### src/rtl/i2c_fifo_pkg.sv
// Shared FIFO sizing constants for the I2C bus-slave, I2C core and data FIFOs.
package i2c_fifo_pkg;

  localparam int DWIDTH_DEF = 32;
  localparam int AWIDTH_DEF = 3;
  localparam int FIFO_DEPTH = 1 << AWIDTH_DEF;

endpackage

### src/rtl/i2c_fifo_mem.sv
// FIFO storage: one synchronous write port, one asynchronous read port, no reset.
module i2c_fifo_mem #(
  parameter int DWIDTH = 32,
  parameter int AWIDTH = 3
) (
  input  logic              PCLK,
  input  logic              we,
  input  logic [AWIDTH-1:0] waddr,
  input  logic [DWIDTH-1:0] wdata,
  input  logic [AWIDTH-1:0] raddr,
  output logic [DWIDTH-1:0] rdata
);

  logic [DWIDTH-1:0] mem [2**AWIDTH];

  always_ff @(posedge PCLK) begin
    if (we) begin
      mem[waddr] <= wdata;
    end
  end

  assign rdata = mem[raddr];

endmodule

### src/rtl/i2c_fifo.sv
// First-word fall-through FIFO with wrap-bit pointers and sticky overflow/underflow flags.
module i2c_fifo
  import i2c_fifo_pkg::*;
#(
  parameter int DWIDTH = DWIDTH_DEF,
  parameter int AWIDTH = AWIDTH_DEF
) (
  input  logic              PCLK,
  input  logic              PRESET,
  input  logic              WR_EN,
  input  logic [DWIDTH-1:0] WDATA,
  input  logic              RD_EN,
  output logic [DWIDTH-1:0] RDATA,
  input  logic              CLR_ERR,
  output logic              FULL,
  output logic              EMPTY,
  output logic [AWIDTH:0]   LEVEL,
  output logic              OVERFLOW,
  output logic              UNDERFLOW,
  output logic              ERROR
);

  localparam logic [AWIDTH:0] PTR_ONE = {{AWIDTH{1'b0}}, 1'b1};

  logic [AWIDTH:0] wr_ptr;
  logic [AWIDTH:0] rd_ptr;
  logic            push_ok;
  logic            pop_ok;
  logic            ovf_set;
  logic            udf_set;
  logic            ovf_q;
  logic            udf_q;

  assign EMPTY = (wr_ptr == rd_ptr);
  assign FULL  = (wr_ptr[AWIDTH-1:0] == rd_ptr[AWIDTH-1:0]) &&
                 (wr_ptr[AWIDTH] != rd_ptr[AWIDTH]);
  assign LEVEL = wr_ptr - rd_ptr;

  // A push at FULL still succeeds when a pop frees the head slot in the same cycle.
  assign push_ok = WR_EN && (!FULL || RD_EN);
  assign pop_ok  = RD_EN && !EMPTY;
  assign ovf_set = WR_EN && FULL && !RD_EN;
  assign udf_set = RD_EN && EMPTY;

  always_ff @(posedge PCLK) begin
    if (PRESET) begin
      wr_ptr <= '0;
      rd_ptr <= '0;
      ovf_q  <= 1'b0;
      udf_q  <= 1'b0;
    end else begin
      if (push_ok) wr_ptr <= wr_ptr + PTR_ONE;
      if (pop_ok)  rd_ptr <= rd_ptr + PTR_ONE;
      // New errors win over a simultaneous clear.
      if (ovf_set)      ovf_q <= 1'b1;
      else if (CLR_ERR) ovf_q <= 1'b0;
      if (udf_set)      udf_q <= 1'b1;
      else if (CLR_ERR) udf_q <= 1'b0;
    end
  end

  assign OVERFLOW  = ovf_q;
  assign UNDERFLOW = udf_q;
  assign ERROR     = ovf_q | udf_q;

  i2c_fifo_mem #(
    .DWIDTH(DWIDTH),
    .AWIDTH(AWIDTH)
  ) u_mem (
    .PCLK  (PCLK),
    .we    (push_ok && !PRESET),
    .waddr (wr_ptr[AWIDTH-1:0]),
    .wdata (WDATA),
    .raddr (rd_ptr[AWIDTH-1:0]),
    .rdata (RDATA)
  );

endmodule

### config.mk
export PLATFORM = sky130hd
export DESIGN_NAME = i2c_fifo
export DESIGN_NICKNAME = d
export VERILOG_FILES = /design/src/rtl/i2c_fifo_pkg.sv /design/src/rtl/i2c_fifo_mem.sv /design/src/rtl/i2c_fifo.sv
export SDC_FILE = /design/constraint.sdc
export NUM_CORES = 1
export LEC_CHECK = 0
export BUFFER_PORTS_ARGS = -buffer_cell sky130_fd_sc_hd__buf_2
export CAP_MARGIN = 10
export CELL_PAD_IN_SITES_DETAIL_PLACEMENT = 0
export CELL_PAD_IN_SITES_GLOBAL_PLACEMENT = 1
export CORE_ASPECT_RATIO = 2
export CORE_MARGIN = 2
export CORE_UTILIZATION = 40
export DETAILED_ROUTE_END_ITERATION = 10
export GPL_TIMING_DRIVEN = 0
export PLACE_DENSITY_LB_ADDON = 0.3
export SYNTH_ARGS = -nofsm -noshare
export SYNTH_HDL_FRONTEND = slang
export SYNTH_SLANG_ARGS = --single-unit
### constraint.sdc
create_clock -name PCLK -period 4.45 [get_ports PCLK]
set_clock_uncertainty 0.05 [all_clocks]
set_input_delay 0.6675 -clock PCLK [delete_from_list [all_inputs] [get_ports PCLK]]
set_output_delay 0.6675 -clock PCLK [all_outputs]
set_load 0.05 [all_outputs]
==> results.cfg <==
[layout]
syn2layout_area_growth_pct = 18.1
final_common_cell = edfxtp_1
seqCellArea_um2 = 7950
final_core_util = 0.478
drive_above_1_share = 0.415
multi_input_area_um2 = 2290
nets = 610
diodes = 0
layout_common_cells = edfxtp_1 (256), buf_2 (83), mux4_2 (64), mux2_2 (32), clkbuf_16 (23)
fillers = 2178

[setup_path]
crit_required_ns = 4.63
crit_type = reg2reg
cp-startpoint = wr_ptr[0]
start_kind = flip-flop
critPathMaxFanout = 9
crit_path_end_kind = flip-flop
r2r_start = wr_ptr[0]
cp_data_arrival_time_ns = 3.50

[timing]
setup_ws_ns = 1.13
fin_crit_sh = 0.746
final-hold-violation-count = 0
max_freq_mhz = 301
layout_min_cycle_time_ns = 3.32
final_max_slew_viol_count = 0
slew_headroom = 0.425
tightestPinTransition_ns = 0.860
setup_viol = 0
rsz0062_at_grt = no

[clocking]
htree_levels = 1
ctsHoldBuffers = 0
clock_sinks = 269
cts_setup_buffers = 0
cts_resized = 0
cts_tree = yes
clock_latency_ns = 0.51
root_buffer = clkbuf_16
clk_pin_slew_ns = 0.07
cts_buffer_depth = 3
cts_made_buffers = 23

[logic_synthesis]
synth.distinct_cells = 33
ys_seq_area_frac = 0.768
synth_warnings = 0
syn_area_per_cell_um2 = 22.8
syn-num-nets = 496
syn_inst = 453
synth-seq-cells = 269
netlist_area_um2 = 10300

[placement]
hpwl_um = 13500
pre_cts_ws_ns = 1.06
portBuffers = 77
place_congestion = 0.725

[global_routing]
grt_pass1_vias = 5304
grt_util_all_layers = 0.157
grt_pass1_wl_um = 31800
grt-ovfl-total = 0
grt_max_degree = 25
grt_antenna_before_repair = 0

[detailed_routing]
vias = 4746
wl_per_cell_um = 22.8
first_pass_iters = 4
drc = 0
ant_nets = 0
wirelength_um = 21000
avgViaCountPerCell = 5.14
dr.first_iter.drc_count = 195

[hold_path]
min-delay-start = PRESET
hold_path_class = in2reg

[die]
design.portCount = 78
rows = 83
die_h_um = 231
die_x_um = 118
initial_utilization = 0.405
dieArea_um2 = 27200
core_um2 = 25500

[outcome]
status = finished clean

[pwr]
clockPowerShare = 0.341
p_total_w = 0.00601
p_leak_nw = 3.95
ir_drop_v = 0.000291
power.density_nw_per_um2 = 492
comb_power_share = 0.187
seqPwrFrac = 0.472
switching_power_w = 0.00159
switching_share = 0.264
internal_power_w = 0.00442

[job]
cap_violations = 0
[through the flow]
stage          setup TNS, ns  cells  area [um2]  hold WS, ns
2_1_floorplan              0    453       10300        0.440
3_3_place_gp         -210.29    870       11200        0.479
3_5_place_dp               0    882       11500        0.498
4_1_cts                    0    923       12200        0.285
5_1_grt                    0    923       12200        0.316
6_report                   0    923       12200        0.305
[state kept, by name, summed over array words and instances (netlist names), named ones only]
register	cells
OVERFLOW	1
u_mem.mem	256
rd_ptr	4
wr_ptr	4
UNDERFLOW	1
[layout make-up]
| cell class | instances | share of cell area |
|---|---|---|
| well taps | 340 | 0.0348 |
| clock buffers | 25 | 0.0478 |
| flip-flops and latches | 269 | 0.651 |
| inverters | 7 | 0.00215 |
| plain buffers | 19 | 0.0109 |
| repair buffers | 89 | 0.0514 |
| clock inverters | 16 | 0.0143 |
| multi-input cells | 158 | 0.188 |
[final timing paths]
check	endpoint	slack [ns]	cells past startpoint
setup / recovery	u_mem.mem[4][17]	1.13	9
hold / removal	wr_ptr[2]	0.30	2
setup reg to reg	u_mem.mem[4][17]	1.13	9
hold reg to reg	wr_ptr[2]	0.49	2
[layer usage]
metal,vias up,global-route usage,part of all wire
met5,-,0,0
li1,2106,-,-
met3,26,0.0199,0.025
met2,78,0.310,0.58
met1,2536,0.174,0.37
met4,0,0.0456,0.019
[worst max-delay path, cell delays in order, from the launching register on]
cell and delay [ns]:
dfxtp_1 0.49, inv_1 0.16, ha_1 0.31, nand3_1 0.26, nor3_2 0.12, nand4bb_1 0.47, nor3_2 0.52, buf_4 0.30
buf_6 0.16, buf_6 0.17
[cells in the mapped netlist]
library cell	instances	area share
a21oi_1	4	0.0019
nand4bb_1	1	0.0011
a21o_1	1	0.00073
mux2_2	32	0.035
or3_1	1	0.00061
or2_2	1	0.00061
mux4_2	64	0.14
buf_4	1	0.00073
xnor2_2	1	0.0016
buf_2	6	0.0029
xnor2_1	4	0.0034
and4_1	2	0.0017
or4b_4	1	0.0013
dfxtp_1	13	0.025
xor2_1	4	0.0034
edfxtp_1	256	0.74
clkbuf_1	4	0.0015
nor2_1	18	0.0065
nor3_1	1	0.00048
buf_6	6	0.0065
o211ai_1	1	0.00073
fa_1	1	0.0019
nor3_2	2	0.0019
nand3_1	1	0.00048
o31ai_1	2	0.0015
mux2i_1	2	0.0019
dlygate4sd1_1	1	0.00085
o21ai_0	3	0.0015
inv_1	7	0.0025
ha_1	5	0.0060
nand2_1	4	0.0015
nor2b_1	2	0.0012
buf_1	1	0.00036
[power by group through the flow]
stage	registers, W	clock network [W]	logic, W
finish	0.00283	0.00205	0.00113
global route	0.00284	0.00218	0.00120
global placement	0.00289	0	0.00112
CTS	0.00283	0.00209	0.00115
detailed placement	0.00289	0	0.00114
floorplan	0.00289	0	0.000863
[kinds of logic (layout without fill, tap and decap cells)]
group / Yosys count / in the layout / synth area share
AND/OR/NAND/NOR: 34 / 34 / 0.0174
multiplexers: 98 / 98 / 0.176
buffers and inverters: 26 / 156 / 0.0154
flip-flops: 269 / 269 / 0.768
adder cells (fa/ha/maj): 6 / 6 / 0.00798
XOR/XNOR: 9 / 9 / 0.00835
AO/OA/AOI/OAI: 11 / 11 / 0.00629
No activity file was read; power rests on OpenSTA's default activity.
